`config.mk`:
```
export PLATFORM = sky130hd
export DESIGN_NAME = count_step_decoder
export DESIGN_NICKNAME = d
export VERILOG_FILES = /design/src/rtl/count_step_pkg.sv /design/src/rtl/count_step_classify.sv /design/src/rtl/count_step_decoder.sv
export SDC_FILE = /design/constraint.sdc
export NUM_CORES = 1
export LEC_CHECK = 0
export BUFFER_PORTS_ARGS = -buffer_cell sky130_fd_sc_hd__buf_4
export CORE_AREA = 2 2 52 54
export CTS_CLUSTER_DIAMETER = 40
export CTS_CLUSTER_SIZE = 16
export DETAILED_ROUTE_END_ITERATION = 12
export DIE_AREA = 0 0 54 56
export PLACE_DENSITY = 0.81
export SLEW_MARGIN = 20
export SYNTH_ARGS = -nofsm -noshare
export SYNTH_HDL_FRONTEND = slang
export SYNTH_SLANG_ARGS = --single-unit
```
`constraint.sdc`:
```
create_clock -name clk -period 4.4 [get_ports clk]
set_clock_uncertainty 0.1 [all_clocks]
set_input_delay 0.66 -clock clk [delete_from_list [all_inputs] [get_ports clk]]
set_output_delay 0.66 -clock clk [all_outputs]
set_load 0.02 [all_outputs]
```
`src/rtl/count_step_pkg.sv`:
```
// Shared types and constants for the count_step decoder slice.
package count_step_pkg;

    // Lock-tracking state machine states.
    typedef enum logic [1:0] {
        ST_IDLE  = 2'd0,
        ST_TRACK = 2'd1,
        ST_LOST  = 2'd2
    } state_e;

    // Classification of one counter transition.
    typedef enum logic [1:0] {
        CLS_STEP    = 2'd0,
        CLS_RESET   = 2'd1,
        CLS_ILLEGAL = 2'd2
    } step_cls_e;

    // Step magnitudes the counter can produce; the modular deltas for a
    // given WIDTH are built from these (up = +n, down = 2^WIDTH - n).
    localparam int unsigned STEP_SMALL = 32'd1;
    localparam int unsigned STEP_LARGE = 32'd2;

    // Larger of two integers, used for sizing the shared run counter.
    function automatic int unsigned max_int(input int unsigned a, input int unsigned b);
        return (a > b) ? a : b;
    endfunction

endpackage

```
`src/rtl/count_step_classify.sv`:
```
// Combinational classifier: maps one (q_prev -> q) transition to a step
// class plus the decoded direction and step size.
module count_step_classify
    import count_step_pkg::*;
#(
    parameter int WIDTH = 4
) (
    input  logic [WIDTH-1:0] i_q,
    input  logic [WIDTH-1:0] i_q_prev,
    output step_cls_e        o_cls,
    output logic             o_updown,
    output logic             o_inc
);

    localparam logic [WIDTH-1:0] L_DELTA_UP1 = WIDTH'(STEP_SMALL);
    localparam logic [WIDTH-1:0] L_DELTA_UP2 = WIDTH'(STEP_LARGE);
    localparam logic [WIDTH-1:0] L_DELTA_DN1 = WIDTH'(0) - WIDTH'(STEP_SMALL);
    localparam logic [WIDTH-1:0] L_DELTA_DN2 = WIDTH'(0) - WIDTH'(STEP_LARGE);

    logic [WIDTH-1:0] w_delta;

    assign w_delta = i_q - i_q_prev;

    // Legal deltas always win; a non-legal delta landing on zero is a counter reset.
    always_comb begin
        o_cls    = CLS_ILLEGAL;
        o_updown = 1'b0;
        o_inc    = 1'b0;
        case (w_delta)
            L_DELTA_UP1: begin
                o_cls    = CLS_STEP;
                o_updown = 1'b0;
                o_inc    = 1'b0;
            end
            L_DELTA_UP2: begin
                o_cls    = CLS_STEP;
                o_updown = 1'b0;
                o_inc    = 1'b1;
            end
            L_DELTA_DN1: begin
                o_cls    = CLS_STEP;
                o_updown = 1'b1;
                o_inc    = 1'b0;
            end
            L_DELTA_DN2: begin
                o_cls    = CLS_STEP;
                o_updown = 1'b1;
                o_inc    = 1'b1;
            end
            default: begin
                if (i_q == WIDTH'(0)) begin
                    o_cls = CLS_RESET;
                end else begin
                    o_cls = CLS_ILLEGAL;
                end
            end
        endcase
    end

endmodule

```
`src/rtl/count_step_decoder.sv`:
```
// Receive-side decoder for the up/down step counter: recovers the command
// behind each sampled transition, detects counter resets, flags illegal
// transitions and tracks lock (IDLE/TRACK/LOST).
module count_step_decoder
    import count_step_pkg::*;
#(
    parameter int WIDTH     = 4,
    parameter int ERR_LIMIT = 2,
    parameter int LOCK_LEN  = 2,
    parameter int CNT_W     = 8
) (
    input  logic             clk,
    input  logic             reset_n,
    input  logic             q_valid,
    input  logic [WIDTH-1:0] q,
    output logic             step_valid,
    output logic             updown,
    output logic             inc,
    output logic             reset_seen,
    output logic             step_err,
    output logic             synced,
    output logic [CNT_W-1:0] err_count
);

    // One run counter serves both the error run (TRACK) and the good run
    // (LOST); it clears on every state change so sharing is safe.
    localparam int RUN_MAX = max_int(ERR_LIMIT, LOCK_LEN);
    localparam int RUN_W   = $clog2(RUN_MAX + 1);

    state_e           r_state;
    logic [WIDTH-1:0] r_q_prev;
    logic [RUN_W-1:0] r_run;
    logic [CNT_W-1:0] r_err_count;
    logic             r_updown;
    logic             r_inc;
    logic             r_step_valid;
    logic             r_reset_seen;
    logic             r_step_err;
    logic             r_synced;

    state_e           w_state_nxt;
    logic [RUN_W-1:0] w_run_nxt;
    logic [RUN_W-1:0] w_run_inc;
    logic [CNT_W-1:0] w_err_count_nxt;
    logic             w_updown_nxt;
    logic             w_inc_nxt;
    logic             w_step_valid_nxt;
    logic             w_reset_seen_nxt;
    logic             w_step_err_nxt;
    step_cls_e        w_cls;
    logic             w_cls_updown;
    logic             w_cls_inc;

    count_step_classify #(
        .WIDTH (WIDTH)
    ) u_classify (
        .i_q      (q),
        .i_q_prev (r_q_prev),
        .o_cls    (w_cls),
        .o_updown (w_cls_updown),
        .o_inc    (w_cls_inc)
    );

    assign w_run_inc = r_run + RUN_W'(1);

    // Decode pulses, held outputs, error counter and lock state machine.
    always_comb begin
        w_state_nxt      = r_state;
        w_run_nxt        = r_run;
        w_err_count_nxt  = r_err_count;
        w_updown_nxt     = r_updown;
        w_inc_nxt        = r_inc;
        w_step_valid_nxt = 1'b0;
        w_reset_seen_nxt = 1'b0;
        w_step_err_nxt   = 1'b0;
        if (q_valid) begin
            if (r_state == ST_IDLE) begin
                // First sample only seeds q_prev.
                w_state_nxt = ST_TRACK;
                w_run_nxt   = RUN_W'(0);
            end else begin
                case (w_cls)
                    CLS_STEP: begin
                        w_step_valid_nxt = 1'b1;
                        w_updown_nxt     = w_cls_updown;
                        w_inc_nxt        = w_cls_inc;
                    end
                    CLS_RESET: begin
                        w_reset_seen_nxt = 1'b1;
                    end
                    CLS_ILLEGAL: begin
                        w_step_err_nxt = 1'b1;
                        if (r_err_count != {CNT_W{1'b1}}) begin
                            w_err_count_nxt = r_err_count + CNT_W'(1);
                        end else begin
                            w_err_count_nxt = r_err_count;
                        end
                    end
                    default: begin
                        w_step_err_nxt = 1'b0;
                    end
                endcase

                case (r_state)
                    ST_TRACK: begin
                        if (w_cls == CLS_ILLEGAL) begin
                            if (w_run_inc >= RUN_W'(ERR_LIMIT)) begin
                                w_state_nxt = ST_LOST;
                                w_run_nxt   = RUN_W'(0);
                            end else begin
                                w_run_nxt = w_run_inc;
                            end
                        end else begin
                            w_run_nxt = RUN_W'(0);
                        end
                    end
                    ST_LOST: begin
                        if (w_cls == CLS_ILLEGAL) begin
                            w_run_nxt = RUN_W'(0);
                        end else if (w_run_inc >= RUN_W'(LOCK_LEN)) begin
                            w_state_nxt = ST_TRACK;
                            w_run_nxt   = RUN_W'(0);
                        end else begin
                            w_run_nxt = w_run_inc;
                        end
                    end
                    default: begin
                        w_state_nxt = ST_IDLE;
                        w_run_nxt   = RUN_W'(0);
                    end
                endcase
            end
        end else begin
            w_state_nxt = r_state;
        end
    end

    // State, history and output registers.
    always_ff @(posedge clk or negedge reset_n) begin
        if (!reset_n) begin
            r_state      <= ST_IDLE;
            r_q_prev     <= WIDTH'(0);
            r_run        <= RUN_W'(0);
            r_err_count  <= CNT_W'(0);
            r_updown     <= 1'b0;
            r_inc        <= 1'b0;
            r_step_valid <= 1'b0;
            r_reset_seen <= 1'b0;
            r_step_err   <= 1'b0;
            r_synced     <= 1'b0;
        end else begin
            r_state      <= w_state_nxt;
            r_run        <= w_run_nxt;
            r_err_count  <= w_err_count_nxt;
            r_updown     <= w_updown_nxt;
            r_inc        <= w_inc_nxt;
            r_step_valid <= w_step_valid_nxt;
            r_reset_seen <= w_reset_seen_nxt;
            r_step_err   <= w_step_err_nxt;
            // Rises one cycle after TRACK is entered, falls together with LOST.
            r_synced     <= (r_state == ST_TRACK) && (w_state_nxt == ST_TRACK);
            if (q_valid) begin
                r_q_prev <= q;
            end else begin
                r_q_prev <= r_q_prev;
            end
        end
    end

    assign step_valid = r_step_valid;
    assign updown     = r_updown;
    assign inc        = r_inc;
    assign reset_seen = r_reset_seen;
    assign step_err   = r_step_err;
    assign synced     = r_synced;
    assign err_count  = r_err_count;

endmodule

```
==> impl_metrics.toml, run 1 <==
[run_status]
outcome = "finished, final reports clean"

[floorplan]
fp.dieH_um = 56
die_w_um = 54
die_area_mm2 = 0.00302
placementRows = 18
io_pins = 21
floorplan.initialDensity_pct = 52.8
coreArea_mm2 = 0.00243

[yosys]
synth_cell_types = 39
synth_ff_type = "dfrtp_1"
ys_seq_elements = 22
synth_fp_nets = 147
synth_edf_count = 0
netlist_area_mm2 = 0.00128
postSynthCellCount = 131
ys_warn_count = 0
syn_avg_cell_area_um2 = 9.80
ys_seq_area_share_pct = 42.9
async_reset_ff_share_pct = 100

[timing]
slew-limit-headroom_pct = 65.4
period_needed_ns = 2.86
tns_ns = 0
fin_crit_sh_pct = 65.0
fmax_mhz = 350
finalHoldViolCount = 0
grt_setup_unrepaired = "false"
worstMarginPinSlew_ns = 0.517
slew_viol_final = 0
finalSetupViolations = 0

[global_route]
grt_pass1_wl_um = 4200
antenna_found_initial = 0
overflow = 0
grt_usage_pct = 18.3
grt_pass1_vias = 980
grt_start_max_net_pins = 23

[placement]
port_buffers = 20
dp_hpwl_um = 1880
gp_congestion = 0.778
placed_cell_area_mm2 = 0.00146

[cts]
numCtsBuffers = 3
postCtsHoldBufs = 0
cts_root_buffer = "clkbuf_4"
cts.sinks = 22
clockBufferDepth = 2
cts_tree = "built"
cts_resized = 0
cts_setup_buffers = 0
clock_latency_ns = 0.31
clk_pin_slew_ns = 0.11
htree_levels = 1

[worst_setup_path]
cp-start-kind = "primary input"
rr_worst_depth = 9
critPathCaptureType = "flip-flop"
critPathRequiredTime_ns = 4.50
cp_max_fo = 12
regToRegSetupSlack_ns = 1.68
path_class = "primary input to flip-flop"
worstPathArrival_ns = 2.96

[drt]
wl_met2_um = 1200
route.detailed.drc = 0
wire_per_inst_um = 13.3
finalWirelength_um = 2420
vias_per_cell = 5.65
met1_length_um = 1060
initialDrtViolationCount = 15
firstDrtPassIters = 4
vias = 1029
detail-route-antenna-nets = 0
wl_met3_um = 118
route.top_layer_used = "met4"

[power]
irDropWorstVdd_mv = 0.269
power.density_mw_per_mm2 = 493
p_leak_nw = 0.710

[min_path]
hp-class = "primary input to asynchronous set/reset pin"

[layout]
synthToLayoutAreaGrowth_pct = 15.2
drive_gt1_share_pct = 19.7
stdcell_area_mm2 = 0.00148
antenna_cells = 0
nets = 170

[job]
max_cap_viol_count = 0
-- registers in the layout (all words and copies together), names as in the netlist --
signal,cells
r_state,2
synced,1
inc,1
step_err,1
reset_seen,1
step_valid,1
r_q_prev,4
r_run,2
updown,1
err_count,8
-- final timing paths --
check | start | to
worst max register to register | r_q_prev[0] | err_count[1]
worst min-delay path | reset_n | err_count[0]
worst min register to register | r_run[1] | r_run[1]
min in group clk | r_run[1] | r_run[1]
max in group asynchronous | reset_n | r_state[1]
worst max-delay path | q[0] | err_count[1]
-- per-stage QoR --
step                power (mW)  utilization, %  hold WS (ns)  setup slack, ns  instances
floorplan                0.533               -         0.264             1.74        131
global placement         0.627            59.9         0.371             1.33        179
detailed placement       0.642            59.9         0.376             1.20        179
CTS                      0.734            60.8         0.123             1.54        182
global route             0.792            60.8         0.126             1.29        182
finish                   0.729            60.8         0.118             1.54        182
-- synthesized netlist by cell type (all sizes together), types with 2 or more instances --
cell type | instances | area, um2
dfrtp | 22 | 551
nand2 | 14 | 52.6
inv | 11 | 41.3
nor2 | 10 | 37.5
xor2 | 9 | 86.3
ha | 8 | 100
o21ai | 7 | 35.0
a21oi | 6 | 30.0
nand4 | 4 | 31.3
mux2 | 3 | 33.8
nand2b | 3 | 18.8
nand3 | 3 | 15.0
nor2b | 3 | 18.8
nor3 | 3 | 25.0
a22o | 2 | 17.5
and3 | 2 | 17.5
o211ai | 2 | 15.0
o22ai | 2 | 12.5
o31ai | 2 | 15.0
-- area by class of cell --
class / instances / area [um2]
tap: 30 / 37.5
clock buffer: 3 / 22.5
fill: 213 / 953
sequential: 22 / 551
timing repair buffer: 20 / 150
inverter: 11 / 41.3
multi-input combinational: 96 / 677
-- cells in the final DEF (no fill, tap or decap), types with 2 or more instances in the layout --
cell      synthesis  layout
nand2_1          14      14
o22ai_1           2       2
inv_1            11      11
ha_1              8       8
nand4_1           3       3
nor2_1           10      10
o211ai_1          2       2
a21oi_1           6       6
nand3_1           3       3
nand2b_1          3       3
buf_4             0      20
dfrtp_1          22      22
a22o_1            2       2
clkbuf_4          0       3
xor2_1            8       8
nor3_2            2       2
o31ai_1           2       2
mux2_2            2       2
o21ai_0           7       7
nor2b_1           3       3
-- routing by layer --
metal	global-route usage [%]	vias to the layer above
li1	-	502
met1	23.2	491
met2	30.8	31
met5	0	-
met3	3.23	5
met4	5.36	0
-- critical path, stage by stage --
cell	delay (ns)
buf_4	0.11
inv_1	0.05
ha_1	0.15
inv_1	0.05
fa_1	0.40
xor2_2	0.28
nor3_1	0.08
o21ai_0	0.16
nand4_2	0.38
nor2b_1	0.29
mux2_1	0.34
-- cells by family after synthesis --
kind of cell	count (synthesis)	share of synthesized area, %
buffers and inverters	13	4.39
adder cells (fa/ha/maj)	9	9.36
flip-flops	22	42.9
AND/OR/NAND/NOR	47	19.7
AO/OA/AOI/OAI	27	13.5
multiplexers	4	3.41
XOR/XNOR	9	6.73
-- power by group --
part / internal (mW) / switching (mW)
Clock: 0.0320 / 0.0591
Sequential: 0.249 / 0.0447
Combinational: 0.146 / 0.198
Total: 0.427 / 0.302
Note: power is estimated with default switching activity, not from simulation.
==> run 2: changes to the inputs <==
- CORE_AREA: 2 2 52 54 -> 2 2 55 57
- DIE_AREA: 0 0 54 56 -> 0 0 57 59
- PLACE_DENSITY: 0.81 -> 0.76
- clock period: 4.4 -> 2.4 ns (I/O delays scaled with it)
==> run 2 against run 1 <==
Against the previous run: highest routed layer unchanged; critical path depth fell by 1; combinational power is 110% higher; clock-buffer cell count is the same; critical path type is now flip-flop to flip-flop.
==> impl_metrics.toml, run 2 (same netlist as run 1, synthesis figures left out) <==
[run_status]
outcome = "finished, final reports clean"

[floorplan]
die_area_mm2 = 0.00336
coreArea_mm2 = 0.00271
io_pins = 21
fp.dieH_um = 59
floorplan.initialDensity_pct = 47.4
die_w_um = 57
placementRows = 19

[placement]
dp_hpwl_um = 2010
placed_cells = 190
port_buffers = 20
gp_congestion = 0.904
placed_cell_area_mm2 = 0.00153

[layout]
fillers = 235
antenna_cells = 0
finalNonFillerCells = 197
seq_area_um2 = 551
drive_gt1_share_pct = 30.1
synthToLayoutAreaGrowth_pct = 28.8
final_common_cell = "buf_4"
largest_reg_flops = 8
post-route-util_pct = 61.0
multi_input_area_um2 = 712
nets = 183
final_cell_mix = "buf_4, dfrtp_1, nand2_1, inv_1, nor2_1"
stdcell_area_mm2 = 0.00165

[power]
p_switching_mw = 0.594
comb_power_share_pct = 47.0
finalPower_mw = 1.55
p_int_mw = 0.960
irDropWorstVdd_mv = 0.709
p_leak_nw = 0.794
power.density_mw_per_mm2 = 940
clkPwrFrac_pct = 18.4
pwr-share-seq_pct = 34.6
switching_share_pct = 38.2

[drt]
vias = 1109
vias_per_cell = 5.63
detail-route-antenna-nets = 0
firstDrtPassIters = 4
finalWirelength_um = 2650
route.detailed.drc = 0
wire_per_inst_um = 13.5
initialDrtViolationCount = 40

[timing]
slew-limit-headroom_pct = 80.8
fmax_mhz = 433
slew_viol_final = 0
fin_crit_sh_pct = 96.3
finalSetupViolations = 0
finalHoldViolCount = 0
grt_setup_unrepaired = "true"
worstMarginPinSlew_ns = 0.288
period_needed_ns = 2.31
tns_ns = 0

[global_route]
grt_usage_pct = 18.1
overflow = 0
grt_pass1_vias = 1153
antenna_found_initial = 0
grt_pass1_wl_um = 4810
grt_start_max_net_pins = 23

[min_path]
min_to = "r_q_prev[2]"
hold_start = "q[2]"
hold_depth = 3
hp-class = "primary input to flip-flop"

[worst_setup_path]
cp-start-kind = "flip-flop"
rr_worst_depth = 10
reg2reg_from = "r_q_prev[0]"
worstPathArrival_ns = 2.42
path_class = "flip-flop to flip-flop"
crit_chain = "ha_2 -> inv_2 -> fa_2 -> xor2_2 -> nand2_1 -> or3_4 -> nand4_4 -> buf_6 -> mux2i_1 -> o22ai_1"
regToRegSetupSlack_ns = 0.09
max_stage_delay_ns = 0.38
regToRegEndpoint = "r_run[0]"
cp_max_fo = 5
critPathRequiredTime_ns = 2.51
crit_slowest_cell = "dfrtp_1"
critPathCaptureType = "flip-flop"

[cts]
cts.sinks = 22
cts_root_buffer = "clkbuf_4"
clockBufferDepth = 2
cts_tree = "built"
clk_pin_slew_ns = 0.13
htree_levels = 1
clock_latency_ns = 0.31
numCtsBuffers = 3

[job]
max_cap_viol_count = 0
run 2: how the worst max path moves through the flow:
| stage | start | endpoint | slack [ns] | cells after the start |
|---|---|---|---|---|
| after floorplan | q[0] | r_run[0] | 0.04 | 11 |
| after CTS | r_q_prev[0] | err_count[1] | 0.04 | 9 |
| final | r_q_prev[0] | r_run[0] | 0.09 | 10 |
| after global routing | r_q_prev[0] | err_count[7] | -0.03 | 10 |
| after detailed placement | q[0] | err_count[1] | -0.14 | 11 |
| after global placement | q[0] | err_count[1] | -0.04 | 11 |
run 2: power by group through the flow:
stage | clock network, mW | registers (mW) | logic (mW)
2_1_floorplan | 0 | 0.609 | 0.368
3_3_place_gp | 0 | 0.541 | 0.666
3_5_place_dp | 0 | 0.545 | 0.690
4_1_cts | 0.295 | 0.537 | 0.694
5_1_grt | 0.309 | 0.550 | 0.809
6_report | 0.286 | 0.538 | 0.730
run 2: per-layer routing:
metal | vias to the layer above | track usage (%) | share of wire [%]
met5 | - | 0 | 0
met4 | 0 | 5.65 | 1.1
met3 | 4 | 3.93 | 6.0
met2 | 36 | 33.7 | 51
met1 | 537 | 20.8 | 42
li1 | 532 | - | -
run 2: cell type report:
class | instances | area share [%]
well taps | 31 | 2.35
inverters | 11 | 2.50
flip-flops and latches | 22 | 33.3
clock inverters | 1 | 1.82
clock buffers | 3 | 1.36
repair buffers | 33 | 15.6
multi-input cells | 96 | 43.1
run 2: critical path: cells and delay by family, from the launching register on:
kind,cells,cell delay (ns)
multiplexers,1,0.17
AND/OR/NAND/NOR,3,0.56
flip-flops,1,0.38
buffers and inverters,2,0.16
XOR/XNOR,1,0.23
AO/OA/AOI/OAI,1,0.08
adder cells (fa/ha/maj),2,0.53
run 2: timing repair:
action / in CTS / in global routing
hold endpoints to repair: 22 / 0
setup endpoints to repair: 0 / 11
hold buffers: 1 / 0
gates resized for setup: 0 / 13
setup buffers: 0 / 2
run 2: per-stage QoR:
stage | setup slack [ns] | hold WS [ns]
after floorplan | 0.0395 | -0.0356
after global placement | -0.0431 | 0.161
after detailed placement | -0.143 | 0.166
after CTS | 0.0440 | 0.176
after global routing | -0.0290 | 0.184
final | 0.0884 | 0.175
